--- src/rtl/adder_result_accumulator_if.sv ---
// Handshake and result bus between an upstream 4-bit adder and the result accumulator.
//   master : upstream side; drives start/in_valid/sum/carry and observes status/results.
//   slave  : accumulator side; drives in_ready/acc_out/count/busy/done/overflow.
interface adder_result_accumulator_if #(
  parameter int unsigned ACC_WIDTH = 8
);
  logic                 start;
  logic                 in_valid;
  logic                 in_ready;
  logic [3:0]           sum;
  logic                 carry;
  logic [ACC_WIDTH-1:0] acc_out;
  logic [2:0]           count;
  logic                 busy;
  logic                 done;
  logic                 overflow;

  modport master (
    output start, in_valid, sum, carry,
    input  in_ready, acc_out, count, busy, done, overflow
  );

  modport slave (
    input  start, in_valid, sum, carry,
    output in_ready, acc_out, count, busy, done, overflow
  );
endinterface

--- src/rtl/adder_result_accumulator.sv ---
// Accumulates a frame of MAX_COUNT results from an upstream 4-bit adder.
// Each accepted operand is {carry, sum} (0..30), added modulo 2^ACC_WIDTH; overflow is sticky
// for the frame. A frame begins on start in idle and ends with a one-cycle done pulse.
// Ports:
//   clk  - clock, rising edge
//   rst  - asynchronous active-high reset
//   bus  - adder_result_accumulator_if.slave: start, in_valid, sum, carry in;
//          in_ready, acc_out, count, busy, done, overflow out
module adder_result_accumulator #(
  parameter int unsigned ACC_WIDTH = 8,
  parameter int unsigned MAX_COUNT = 4
) (
  input logic                       clk,
  input logic                       rst,
  adder_result_accumulator_if.slave bus
);

  typedef enum logic [1:0] {
    StIdle,
    StAccum,
    StDone
  } state_e;

  localparam logic [2:0] MaxCount = 3'(MAX_COUNT);

  state_e               state_q, state_d;
  logic [ACC_WIDTH-1:0] acc_q, acc_d;
  logic [2:0]           count_q, count_d;
  logic                 ovf_q, ovf_d;

  logic                 xfer;
  logic [ACC_WIDTH:0]   operand;
  logic [ACC_WIDTH:0]   sum_full;

  // One extra bit on the adder exposes the carry-out used for overflow detection.
  assign operand  = {{(ACC_WIDTH - 4){1'b0}}, bus.carry, bus.sum};
  assign sum_full = {1'b0, acc_q} + operand;
  assign xfer     = (state_q == StAccum) && bus.in_valid;

  always_comb begin
    state_d = state_q;
    acc_d   = acc_q;
    count_d = count_q;
    ovf_d   = ovf_q;
    unique case (state_q)
      StIdle: begin
        if (bus.start) begin
          state_d = StAccum;
          acc_d   = '0;
          count_d = '0;
          ovf_d   = 1'b0;
        end
      end
      StAccum: begin
        if (xfer) begin
          acc_d   = sum_full[ACC_WIDTH-1:0];
          count_d = count_q + 3'd1;
          if (sum_full[ACC_WIDTH]) begin
            ovf_d = 1'b1;
          end
          if (count_q + 3'd1 == MaxCount) begin
            state_d = StDone;
          end
        end
      end
      StDone: begin
        state_d = StIdle;
      end
      default: begin
        state_d = StIdle;
      end
    endcase
  end

  always_ff @(posedge clk or posedge rst) begin
    if (rst) begin
      state_q <= StIdle;
      acc_q   <= '0;
      count_q <= '0;
      ovf_q   <= 1'b0;
    end else begin
      state_q <= state_d;
      acc_q   <= acc_d;
      count_q <= count_d;
      ovf_q   <= ovf_d;
    end
  end

  // Status outputs decode straight from the state register, so reset clears them at once.
  assign bus.in_ready = (state_q == StAccum);
  assign bus.busy     = (state_q == StAccum);
  assign bus.done     = (state_q == StDone);
  assign bus.acc_out  = acc_q;
  assign bus.count    = count_q;
  assign bus.overflow = ovf_q;

endmodule
--- src/flat_wrapper.sv ---
// flat-port wrapper written by rule: the top's interface ports become plain ports
module adder_result_accumulator_flat 
#(
  parameter int unsigned ACC_WIDTH = 8,
  parameter int unsigned MAX_COUNT = 4
)
  (clk, rst, bus_start, bus_in_valid, bus_sum, bus_carry, bus_in_ready, bus_acc_out, bus_count, bus_busy, bus_done, bus_overflow);
  adder_result_accumulator_if #(.ACC_WIDTH(ACC_WIDTH)) bus_i ();
  input logic clk;
  input logic rst;
  input wire logic [$bits(bus_i.start)-1:0] bus_start;
  input wire logic [$bits(bus_i.in_valid)-1:0] bus_in_valid;
  input wire logic [$bits(bus_i.sum)-1:0] bus_sum;
  input wire logic [$bits(bus_i.carry)-1:0] bus_carry;
  output wire logic [$bits(bus_i.in_ready)-1:0] bus_in_ready;
  output wire logic [$bits(bus_i.acc_out)-1:0] bus_acc_out;
  output wire logic [$bits(bus_i.count)-1:0] bus_count;
  output wire logic [$bits(bus_i.busy)-1:0] bus_busy;
  output wire logic [$bits(bus_i.done)-1:0] bus_done;
  output wire logic [$bits(bus_i.overflow)-1:0] bus_overflow;
  assign bus_i.start = bus_start;
  assign bus_i.in_valid = bus_in_valid;
  assign bus_i.sum = bus_sum;
  assign bus_i.carry = bus_carry;
  assign bus_in_ready = bus_i.in_ready;
  assign bus_acc_out = bus_i.acc_out;
  assign bus_count = bus_i.count;
  assign bus_busy = bus_i.busy;
  assign bus_done = bus_i.done;
  assign bus_overflow = bus_i.overflow;
  adder_result_accumulator #(.ACC_WIDTH(ACC_WIDTH), .MAX_COUNT(MAX_COUNT)) u_core (.clk(clk), .rst(rst), .bus(bus_i));
endmodule
--- config.mk ---
export PLATFORM = sky130hd
export DESIGN_NAME = adder_result_accumulator_flat
export DESIGN_NICKNAME = d
export VERILOG_FILES = /design/src/rtl/adder_result_accumulator_if.sv /design/src/rtl/adder_result_accumulator.sv /design/src/flat_wrapper.sv
export SDC_FILE = /design/constraint.sdc
export NUM_CORES = 1
export LEC_CHECK = 0
export ABC_AREA = 1
export BUFFER_PORTS_ARGS = -buffer_cell sky130_fd_sc_hd__buf_2
export CAP_MARGIN = 10
export CELL_PAD_IN_SITES_DETAIL_PLACEMENT = 0
export CELL_PAD_IN_SITES_GLOBAL_PLACEMENT = 1
export CORE_UTILIZATION = 25
export DETAILED_ROUTE_END_ITERATION = 12
export PLACE_DENSITY = 0.61
export RECOVER_POWER = 100
export SYNTH_ARGS = -nofsm -noshare
export SYNTH_HDL_FRONTEND = slang
export SYNTH_SLANG_ARGS = --single-unit
export TNS_END_PERCENT = 5
--- constraint.sdc ---
create_clock -name clk -period 2.6 [get_ports clk]
set_input_delay 0.13 -clock clk [delete_from_list [all_inputs] [get_ports clk]]
set_output_delay 0.13 -clock clk [all_outputs]
set_load 0.005 [all_outputs]
==> report_table.html, run 1 <==
<table>
<tr><th>Metric</th><th>Value</th></tr>
<tr><th colspan="2">Setup path</th></tr>
<tr><td>Reg-to-reg setup timing slack</td><td>0.93 ns</td></tr>
<tr><td>Setup crit end kind</td><td>flop</td></tr>
<tr><td>FF-to-FF Start</td><td>u_core.bus.acc_out[0]</td></tr>
<tr><td>Most frequent cell on the critical path</td><td>sky130_fd_sc_hd__nand2_1</td></tr>
<tr><td>Delay contributed by the slowest stage of the critical path</td><td>between 0.4 and 0.5 ns</td></tr>
<tr><td>Crit Path Max Fanout</td><td>3</td></tr>
<tr><td>Worst-path cell chain</td><td>ha_1 &gt; fa_1 &gt; nand2_1 &gt; nand2_1 &gt; and2_1 &gt; nand2_1 &gt; nand2_1 &gt; o21ai_0</td></tr>
<tr><td>Number of cells on the worst reg-to-reg path</td><td>8</td></tr>
<tr><td>Required time of the worst setup path</td><td>between 2 and 3 ns</td></tr>
<tr><td>Worst setup path class</td><td>flop to flop</td></tr>
<tr><td>CP arrival</td><td>between 1.5 and 2 ns</td></tr>
<tr><td>Slowest cell on crit path</td><td>sky130_fd_sc_hd__dfrtp_1</td></tr>
<tr><td>Startpoint type of the worst setup path</td><td>flop</td></tr>
<tr><td>Worst flop-to-flop path endpoint</td><td>u_core.bus.acc_out[4]</td></tr>
<tr><th colspan="2">Floorplan</th></tr>
<tr><td>IO Pins</td><td>24</td></tr>
<tr><td>Number of placement rows</td><td>20</td></tr>
<tr><td>Die Area</td><td>roughly 0.0037 mm2</td></tr>
<tr><td>Die Span Y</td><td>roughly 61 um</td></tr>
<tr><td>Initial core utilization</td><td>0.2720</td></tr>
<tr><td>Area of the core</td><td>roughly 0.0032 mm2</td></tr>
<tr><td>Horiz. Die Dim</td><td>slightly above 60 um</td></tr>
<tr><th colspan="2">Clock network</th></tr>
<tr><td>Clock-pin slew on the worst setup and hold paths</td><td>0.09 ns</td></tr>
<tr><td>Skew-Pair Late Insertion Delay</td><td>roughly 0.28 ns</td></tr>
<tr><td>Buffer type at the clock tree root</td><td>sky130_fd_sc_hd__clkbuf_4</td></tr>
<tr><td>H-tree levels</td><td>1</td></tr>
<tr><td>Clock buffers created by TritonCTS</td><td>3</td></tr>
<tr><td>Post-CTS Repair Setup Buffers</td><td>0</td></tr>
<tr><td>CTS tree</td><td>built</td></tr>
<tr><td>Clock sink count</td><td>14</td></tr>
<tr><td>Maximum count of clock buffers along a single path</td><td>2</td></tr>
<tr><th colspan="2">Power and ir drop</th></tr>
<tr><td>Power Dens Cells</td><td>1042 mW/mm2</td></tr>
<tr><td>Max rail drop VDD</td><td>approximately 400 uV</td></tr>
<tr><td>Leakage component of the power</td><td>~0.54 nW</td></tr>
<tr><th colspan="2">Drt</th></tr>
<tr><td>Number of DRC markers in iteration 0</td><td>4</td></tr>
<tr><td>Drt pass-1 iters</td><td>2</td></tr>
<tr><td>Post-detailed-routing wire length</td><td>~1800 um</td></tr>
<tr><td>DRC viols</td><td>0</td></tr>
<tr><td>Via density</td><td>4.156</td></tr>
<tr><td>Detail Route Antenna Nets</td><td>0</td></tr>
<tr><td>WL/cell</td><td>roughly 10 um</td></tr>
<tr><td>Vias after detailed routing</td><td>between 700 and 800</td></tr>
<tr><th colspan="2">Cells and area</th></tr>
<tr><td>Top library cells by usage in the layout, fill and taps aside</td><td>30 x sky130_fd_sc_hd__nand2_1, 15 x sky130_fd_sc_hd__buf_2, 14 x sky130_fd_sc_hd__dfrtp_1</td></tr>
<tr><td>Share of the core filled with cells in the final layout</td><td>0.3260</td></tr>
<tr><td>Share of post-route cells with drive strength above 1</td><td>0.1550</td></tr>
<tr><td>Number of diodes</td><td>0</td></tr>
<tr><td>Commonest non-fill, non-tap cell in the layout</td><td>sky130_fd_sc_hd__nand2_1</td></tr>
<tr><td>Synth-to-layout area growth</td><td>19.83%</td></tr>
<tr><td>Final standard cell count with taps included and fillers excluded</td><td>between 150 and 200</td></tr>
<tr><td>Net count reported at finish</td><td>~150</td></tr>
<tr><td>Count of fill cells added during filler insertion</td><td>370</td></tr>
<tr><th colspan="2">Timing</th></tr>
<tr><td>Hold Slack</td><td>approximately 0.16 ns</td></tr>
<tr><td>Total negative setup slack</td><td>0 ns</td></tr>
<tr><td>RSZ-0062 raised after global routing</td><td>no</td></tr>
<tr><td>Final min period</td><td>1.667 ns</td></tr>
<tr><td>Fmax</td><td>approximately 600 MHz</td></tr>
<tr><td>Final count of pins violating max slew</td><td>0</td></tr>
<tr><td>Share of the cycle needed by the critical path after routing</td><td>0.6410</td></tr>
<tr><td>Crit path setup slack, layout</td><td>slightly above 0.9 ns</td></tr>
<tr><td>Final count of negative-setup-slack endpoints</td><td>0</td></tr>
<tr><td>Final number of hold-violating endpoints</td><td>0</td></tr>
<tr><td>Worst-Margin Slew</td><td>between 0.5 and 0.6 ns</td></tr>
<tr><td>Rel. slew slack</td><td>0.6098</td></tr>
<tr><td>Max Clock Skew</td><td>0.0008245 ns</td></tr>
<tr><th colspan="2">Logic synthesis</th></tr>
<tr><td>Fraction of synthesized area in multiplexers</td><td>0.01158</td></tr>
<tr><td>Sequential element share of the synthesized area</td><td>0.4052</td></tr>
<tr><td>Largest family of logic cells by synthesized area</td><td>simple AND/OR/NAND/NOR gates</td></tr>
<tr><td>FF+latch count, synth</td><td>14</td></tr>
<tr><td>Per-instance average area after synthesis</td><td>8.476 um2</td></tr>
<tr><td>Complex-gate fraction of the synthesized area</td><td>0.07381</td></tr>
<tr><td>Synth Net Count</td><td>between 100 and 150</td></tr>
<tr><td>Count of cell types in the netlist</td><td>25</td></tr>
<tr><td>Ys Warns</td><td>0</td></tr>
<tr><td>Simple-gate share of the synthesized area</td><td>0.2981</td></tr>
<tr><td>Post-Syn Area</td><td>approximately 860 um2</td></tr>
<tr><td>Adder-Cell Fraction of Synth Area</td><td>0.1245</td></tr>
<tr><td>Gate count after technology mapping</td><td>between 100 and 150</td></tr>
<tr><td>Xor/xnor share of the synthesized area</td><td>0.03039</td></tr>
<tr><th colspan="2">Placement</th></tr>
<tr><td>Detail Placement HPWL</td><td>~1400 um</td></tr>
<tr><td>Cells after DPL</td><td>168</td></tr>
<tr><td>Count of port buffers added during placement</td><td>23</td></tr>
<tr><td>Worst slack, placed</td><td>between 0.9 and 1 ns</td></tr>
<tr><td>Last weighted congestion value of the routability-driven placer</td><td>0.7430</td></tr>
<tr><th colspan="2">Min path</th></tr>
<tr><td>Hold Path Sink</td><td>u_core.state_q[0]</td></tr>
<tr><td>Path type of the worst min-delay path</td><td>input pin to flop</td></tr>
<tr><td>Hold wc startpoint</td><td>bus_in_valid</td></tr>
<tr><td>Depth of the worst hold-timing path</td><td>4</td></tr>
<tr><th colspan="2">Global route</th></tr>
<tr><td>Final global-route overflow total</td><td>0</td></tr>
<tr><td>Via count of the first global-routing pass</td><td>691</td></tr>
<tr><td>Number of antenna violations at the first check in global routing</td><td>0</td></tr>
<tr><td>Pin count of the biggest net entering global routing</td><td>15</td></tr>
<tr><td>GRT Total Usage</td><td>0.1144</td></tr>
<tr><td>Wire length of the first global-routing pass</td><td>3029 um</td></tr>
<tr><th colspan="2">Flow run</th></tr>
<tr><td>Max-cap violations</td><td>0</td></tr>
<tr><th colspan="2">Status</th></tr>
<tr><td>Status</td><td>completed</td></tr>
</table>
-- Yosys cell counts --
cell type                   n  area, um2
sky130_fd_sc_hd__a22o_1     3      26.28
sky130_fd_sc_hd__nand3_2    1      10.01
sky130_fd_sc_hd__a21oi_1    2      10.01
sky130_fd_sc_hd__xnor2_1    2      17.52
sky130_fd_sc_hd__clkinv_1   1      3.750
sky130_fd_sc_hd__mux2i_1    1      10.01
sky130_fd_sc_hd__or2_1      3      18.77
sky130_fd_sc_hd__xor2_1     1      8.760
sky130_fd_sc_hd__inv_2      2      7.510
sky130_fd_sc_hd__nand2_4    2      22.52
sky130_fd_sc_hd__inv_1      8      30.03
sky130_fd_sc_hd__buf_4      1      7.510
sky130_fd_sc_hd__nor2_4     1      11.26
sky130_fd_sc_hd__nand3_1    5      25.02
sky130_fd_sc_hd__nor2_1    10      37.54
sky130_fd_sc_hd__o21ai_1    3      15.01
sky130_fd_sc_hd__dfrtp_1   14      350.3
sky130_fd_sc_hd__a21boi_1   1      7.510
sky130_fd_sc_hd__nand3b_1   2      15.01
sky130_fd_sc_hd__fa_1       1      20.02
sky130_fd_sc_hd__nand2_1   28      105.1
sky130_fd_sc_hd__ha_1       7      87.58
sky130_fd_sc_hd__o21ai_0    1      5.000
sky130_fd_sc_hd__and2_1     1      6.260
sky130_fd_sc_hd__nand2_2    1      6.260
-- per-layer routing --
metal	GRT usage	up-vias	part of all wire
met5	0	-	0
met4	0.01948	0	0.0072
met3	0.04904	2	0.063
met2	0.1837	21	0.44
met1	0.1457	319	0.49
li1	-	377	-
-- registers in the layout (all words and copies together), names as in the netlist --
register	cells
u_core.bus.acc_out	8
u_core.bus.count	3
u_core.bus.overflow	1
u_core.state_q	2
-- how the worst max path moves through the flow --
| stage | start | end | slack [ns] |
|---|---|---|---|
| 4_1_cts | u_core.bus.acc_out[0] | u_core.bus.acc_out[6] | 0.94 |
| 6_report | u_core.bus.acc_out[0] | u_core.bus.acc_out[4] | 0.93 |
| 3_5_place_dp | u_core.bus.acc_out[0] | u_core.bus.acc_out[6] | 0.96 |
| 3_3_place_gp | u_core.bus.acc_out[0] | u_core.bus.acc_out[6] | 1.01 |
| 5_1_grt | u_core.bus.acc_out[0] | u_core.bus.acc_out[4] | 0.78 |
| 2_1_floorplan | u_core.bus.acc_out[0] | u_core.bus.acc_out[6] | 1.06 |
-- cell type report --
cell class / count / area, um2 / share of cell area
Timing Repair Buffer: 24 / 115.1 / 0.1111
Sequential cell: 14 / 350.3 / 0.3382
Inverter: 11 / 41.29 / 0.03986
Tap cell: 44 / 55.05 / 0.05314
Clock buffer: 4 / 36.28 / 0.03502
Multi-Input combinational cell: 76 / 437.9 / 0.4227
-- timing repair --
action	4_1_cts	5_1_grt
resized for setup	0	0
endpoints found under the hold margin	14	0
hold buffers	1	0
-- power breakdown --
part | internal, mW | leakage (nW) | switching, mW
Combinational | 0.233 | 0.345 | 0.287
Clock | 0.0852 | 0.0210 | 0.0781
Sequential | 0.307 | 0.176 | 0.0902
Total | 0.625 | 0.542 | 0.455
-- kinds of logic after synthesis --
family / after synthesis
buffers and inverters: 12
muxes: 1
AOI/OAI and AO/OA: 10
DFF: 14
xor gates and xnor gates: 3
and+or+nand+nor: 54
adders and majority gates: 8
-- stage by stage --
step                cell area, um2  power, mW
global route                  1036      1.206
floorplan                    864.6     0.7922
global placement              1027     0.9649
finish                        1036      1.080
detailed placement            1027     0.9725
CTS                           1074      1.144
-- critical path, delay by kind of cell, from the launching register on --
family                   cells  cell delay [ns]
adder cells (fa/ha/maj)      2             0.64
flip-flops                   1             0.41
AND/OR/NAND/NOR              5             0.39
AO/OA/AOI/OAI                1             0.15
(Power assumes the default switching activity.)
==> run 2, diff against run 1 <==
==> constraint.sdc (replaced) <==
create_clock -name clk -period 1.7 [get_ports clk]
set_input_delay 0.085 -clock clk [delete_from_list [all_inputs] [get_ports clk]]
set_output_delay 0.085 -clock clk [all_outputs]
set_load 0.005 [all_outputs]
==> report_table.html, run 2 (same netlist as run 1, synthesis figures left out) <==
<table>
<tr><th>Metric</th><th>Value</th></tr>
<tr><th colspan="2">Status</th></tr>
<tr><td>Status</td><td>completed</td></tr>
<tr><th colspan="2">Clock network</th></tr>
<tr><td>Clock-pin slew on the worst setup and hold paths</td><td>roughly 0.090 ns</td></tr>
<tr><td>Clock sink count</td><td>14</td></tr>
<tr><td>Clock buffers created by TritonCTS</td><td>3</td></tr>
<tr><td>Buffer type at the clock tree root</td><td>sky130_fd_sc_hd__clkbuf_4</td></tr>
<tr><td>Skew-Pair Late Insertion Delay</td><td>0.28 ns</td></tr>
<tr><td>Post-CTS Repair Setup Buffers</td><td>0</td></tr>
<tr><td>CTS tree</td><td>built</td></tr>
<tr><td>H-tree levels</td><td>1</td></tr>
<tr><td>Maximum count of clock buffers along a single path</td><td>2</td></tr>
<tr><th colspan="2">Flow run</th></tr>
<tr><td>Max-cap violations</td><td>0</td></tr>
<tr><th colspan="2">Floorplan</th></tr>
<tr><td>Die Span Y</td><td>between 60 and 70 um</td></tr>
<tr><td>Horiz. Die Dim</td><td>around 61 um</td></tr>
<tr><td>Die Area</td><td>~0.0037 mm2</td></tr>
<tr><td>IO Pins</td><td>24</td></tr>
<tr><td>Number of placement rows</td><td>20</td></tr>
<tr><td>Initial core utilization</td><td>0.2720</td></tr>
<tr><td>Area of the core</td><td>0.003178 mm2</td></tr>
<tr><th colspan="2">Global route</th></tr>
<tr><td>Final global-route overflow total</td><td>0</td></tr>
<tr><td>Via count of the first global-routing pass</td><td>between 600 and 700</td></tr>
<tr><td>Wire length of the first global-routing pass</td><td>about 3000 um</td></tr>
<tr><td>Pin count of the biggest net entering global routing</td><td>15</td></tr>
<tr><td>Number of antenna violations at the first check in global routing</td><td>0</td></tr>
<tr><td>GRT Total Usage</td><td>0.1144</td></tr>
<tr><th colspan="2">Placement</th></tr>
<tr><td>Cells after DPL</td><td>~170</td></tr>
<tr><td>Worst slack, placed</td><td>approximately 0.064 ns</td></tr>
<tr><td>Last weighted congestion value of the routability-driven placer</td><td>between 0.7 and 0.8</td></tr>
<tr><td>Detail Placement HPWL</td><td>1385 um</td></tr>
<tr><td>Count of port buffers added during placement</td><td>23</td></tr>
<tr><th colspan="2">Power and ir drop</th></tr>
<tr><td>Post-route total power</td><td>between 1.5 and 2 mW</td></tr>
<tr><td>Power Dens Cells</td><td>around 1600 mW/mm2</td></tr>
<tr><td>Leakage component of the power</td><td>~0.54 nW</td></tr>
<tr><td>Max rail drop VDD</td><td>around 600 uV</td></tr>
<tr><th colspan="2">Cells and area</th></tr>
<tr><td>Final standard cell count with taps included and fillers excluded</td><td>173</td></tr>
<tr><td>Number of diodes</td><td>0</td></tr>
<tr><td>Share of the core filled with cells in the final layout</td><td>0.3272</td></tr>
<tr><td>Flip-flop count of the largest register after layout</td><td>8</td></tr>
<tr><td>Commonest non-fill, non-tap cell in the layout</td><td>sky130_fd_sc_hd__nand2_1</td></tr>
<tr><td>Count of fill cells added during filler insertion</td><td>between 300 and 400</td></tr>
<tr><td>Net count reported at finish</td><td>around 150</td></tr>
<tr><td>Synth-to-layout area growth</td><td>20.26%</td></tr>
<tr><td>Top library cells by usage in the layout, fill and taps aside</td><td>30 x sky130_fd_sc_hd__nand2_1, 16 x sky130_fd_sc_hd__buf_2, 14 x sky130_fd_sc_hd__dfrtp_1</td></tr>
<tr><td>Share of post-route cells with drive strength above 1</td><td>0.1783</td></tr>
<tr><th colspan="2">Drt</th></tr>
<tr><td>Drt pass-1 iters</td><td>2</td></tr>
<tr><td>Vias after detailed routing</td><td>a little over 700</td></tr>
<tr><td>Number of DRC markers in iteration 0</td><td>4</td></tr>
<tr><td>Via density</td><td>4.162</td></tr>
<tr><td>WL/cell</td><td>10.40 um</td></tr>
<tr><td>DRC viols</td><td>0</td></tr>
<tr><td>Detail Route Antenna Nets</td><td>0</td></tr>
<tr><td>Post-detailed-routing wire length</td><td>1799 um</td></tr>
<tr><th colspan="2">Timing</th></tr>
<tr><td>Fmax</td><td>between 600 and 700 MHz</td></tr>
<tr><td>Max Clock Skew</td><td>around 0.00092 ns</td></tr>
<tr><td>Total negative setup slack</td><td>0 ns</td></tr>
<tr><td>Final count of negative-setup-slack endpoints</td><td>0</td></tr>
<tr><td>Crit path setup slack, layout</td><td>0.1060 ns</td></tr>
<tr><td>Share of the cycle needed by the critical path after routing</td><td>0.9376</td></tr>
<tr><td>Worst-Margin Slew</td><td>just under 0.6 ns</td></tr>
<tr><td>Final min period</td><td>1.594 ns</td></tr>
<tr><td>Final number of hold-violating endpoints</td><td>0</td></tr>
<tr><td>RSZ-0062 raised after global routing</td><td>no</td></tr>
<tr><td>Rel. slew slack</td><td>0.6100</td></tr>
<tr><td>Final count of pins violating max slew</td><td>0</td></tr>
<tr><th colspan="2">Setup path</th></tr>
<tr><td>Reg-to-reg setup timing slack</td><td>approximately 0.11 ns</td></tr>
<tr><td>FF-to-FF Start</td><td>u_core.bus.acc_out[0]</td></tr>
<tr><td>Crit Path Max Fanout</td><td>3</td></tr>
<tr><td>Required time of the worst setup path</td><td>1.88 ns</td></tr>
<tr><td>Critical path endpoint</td><td>u_core.bus.acc_out[6]</td></tr>
<tr><td>Startpoint of the most critical setup path</td><td>u_core.bus.acc_out[0]</td></tr>
<tr><td>CP arrival</td><td>about 1.8 ns</td></tr>
<tr><td>Number of cells on the worst reg-to-reg path</td><td>8</td></tr>
<tr><td>Worst setup path class</td><td>flop to flop</td></tr>
<tr><td>Setup crit end kind</td><td>flop</td></tr>
<tr><td>Worst flop-to-flop path endpoint</td><td>u_core.bus.acc_out[6]</td></tr>
<tr><td>Startpoint type of the worst setup path</td><td>flop</td></tr>
<tr><th colspan="2">Min path</th></tr>
<tr><td>Depth of the worst hold-timing path</td><td>4</td></tr>
<tr><td>Path type of the worst min-delay path</td><td>input pin to flop</td></tr>
<tr><td>Hold wc startpoint</td><td>bus_in_valid</td></tr>
</table>
[run 2: area by class of cell]
type	count	area, um2	area share
clock buffers	4	36.28	0.03490
repair buffers	24	116.4	0.1119
multi-input cells	76	440.4	0.4236
inverters	11	41.29	0.03971
well taps	44	55.05	0.05295
flip-flops and latches	14	350.3	0.3369
[run 2: stage by stage]
step / area (um2) / hold WS, ns
final: 1040 / 0.1177
after global routing: 1040 / 0.1031
after CTS: 1074 / 0.1303
after detailed placement: 1027 / 0.1743
after global placement: 1027 / 0.1697
after floorplan: 864.6 / -0.02578
[run 2: worst min-delay path by stage]
| stage | to | slack (ns) |
|---|---|---|
| after floorplan | u_core.bus.acc_out[0] | -0.03 |
| final | u_core.state_q[0] | 0.12 |
| after detailed placement | u_core.bus.acc_out[7] | 0.17 |
| after CTS | u_core.bus.acc_out[2] | 0.13 |
| after global placement | u_core.bus.overflow | 0.17 |
| after global routing | u_core.state_q[0] | 0.10 |
[run 2: routing by layer]
layer	GRT usage	wire, um	up-vias
met3	0.04904	111	2
met1	0.1457	883	320
li1	-	-	377
met5	0	0	-
met2	0.1837	791	21
met4	0.01948	13	0
[run 2: what timing repair did]
| action | CTS | global route |
|---|---|---|
| hold buffers | 1 | 0 |
| hold endpoints to repair | 14 | 0 |
| resized for setup | 0 | 1 |
| setup endpoints to repair | 0 | 3 |
[run 2: power breakdown]
| group | switching (mW) | total, mW | internal, mW |
|---|---|---|---|
| clock network | 0.119 | 0.250 | 0.130 |
| registers | 0.138 | 0.607 | 0.469 |
| logic | 0.442 | 0.805 | 0.363 |
[run 2: worst max-delay path, cell delays in order, from the launching register on]
cell and delay [ns]:
sky130_fd_sc_hd__dfrtp_1 0.41, sky130_fd_sc_hd__ha_1 0.23, sky130_fd_sc_hd__fa_2 0.36, sky130_fd_sc_hd__nand2_1 0.07
sky130_fd_sc_hd__nand2_1 0.06, sky130_fd_sc_hd__nand3b_1 0.08, sky130_fd_sc_hd__nand2_1 0.09, sky130_fd_sc_hd__a21oi_1 0.14
sky130_fd_sc_hd__nor2_1 0.06
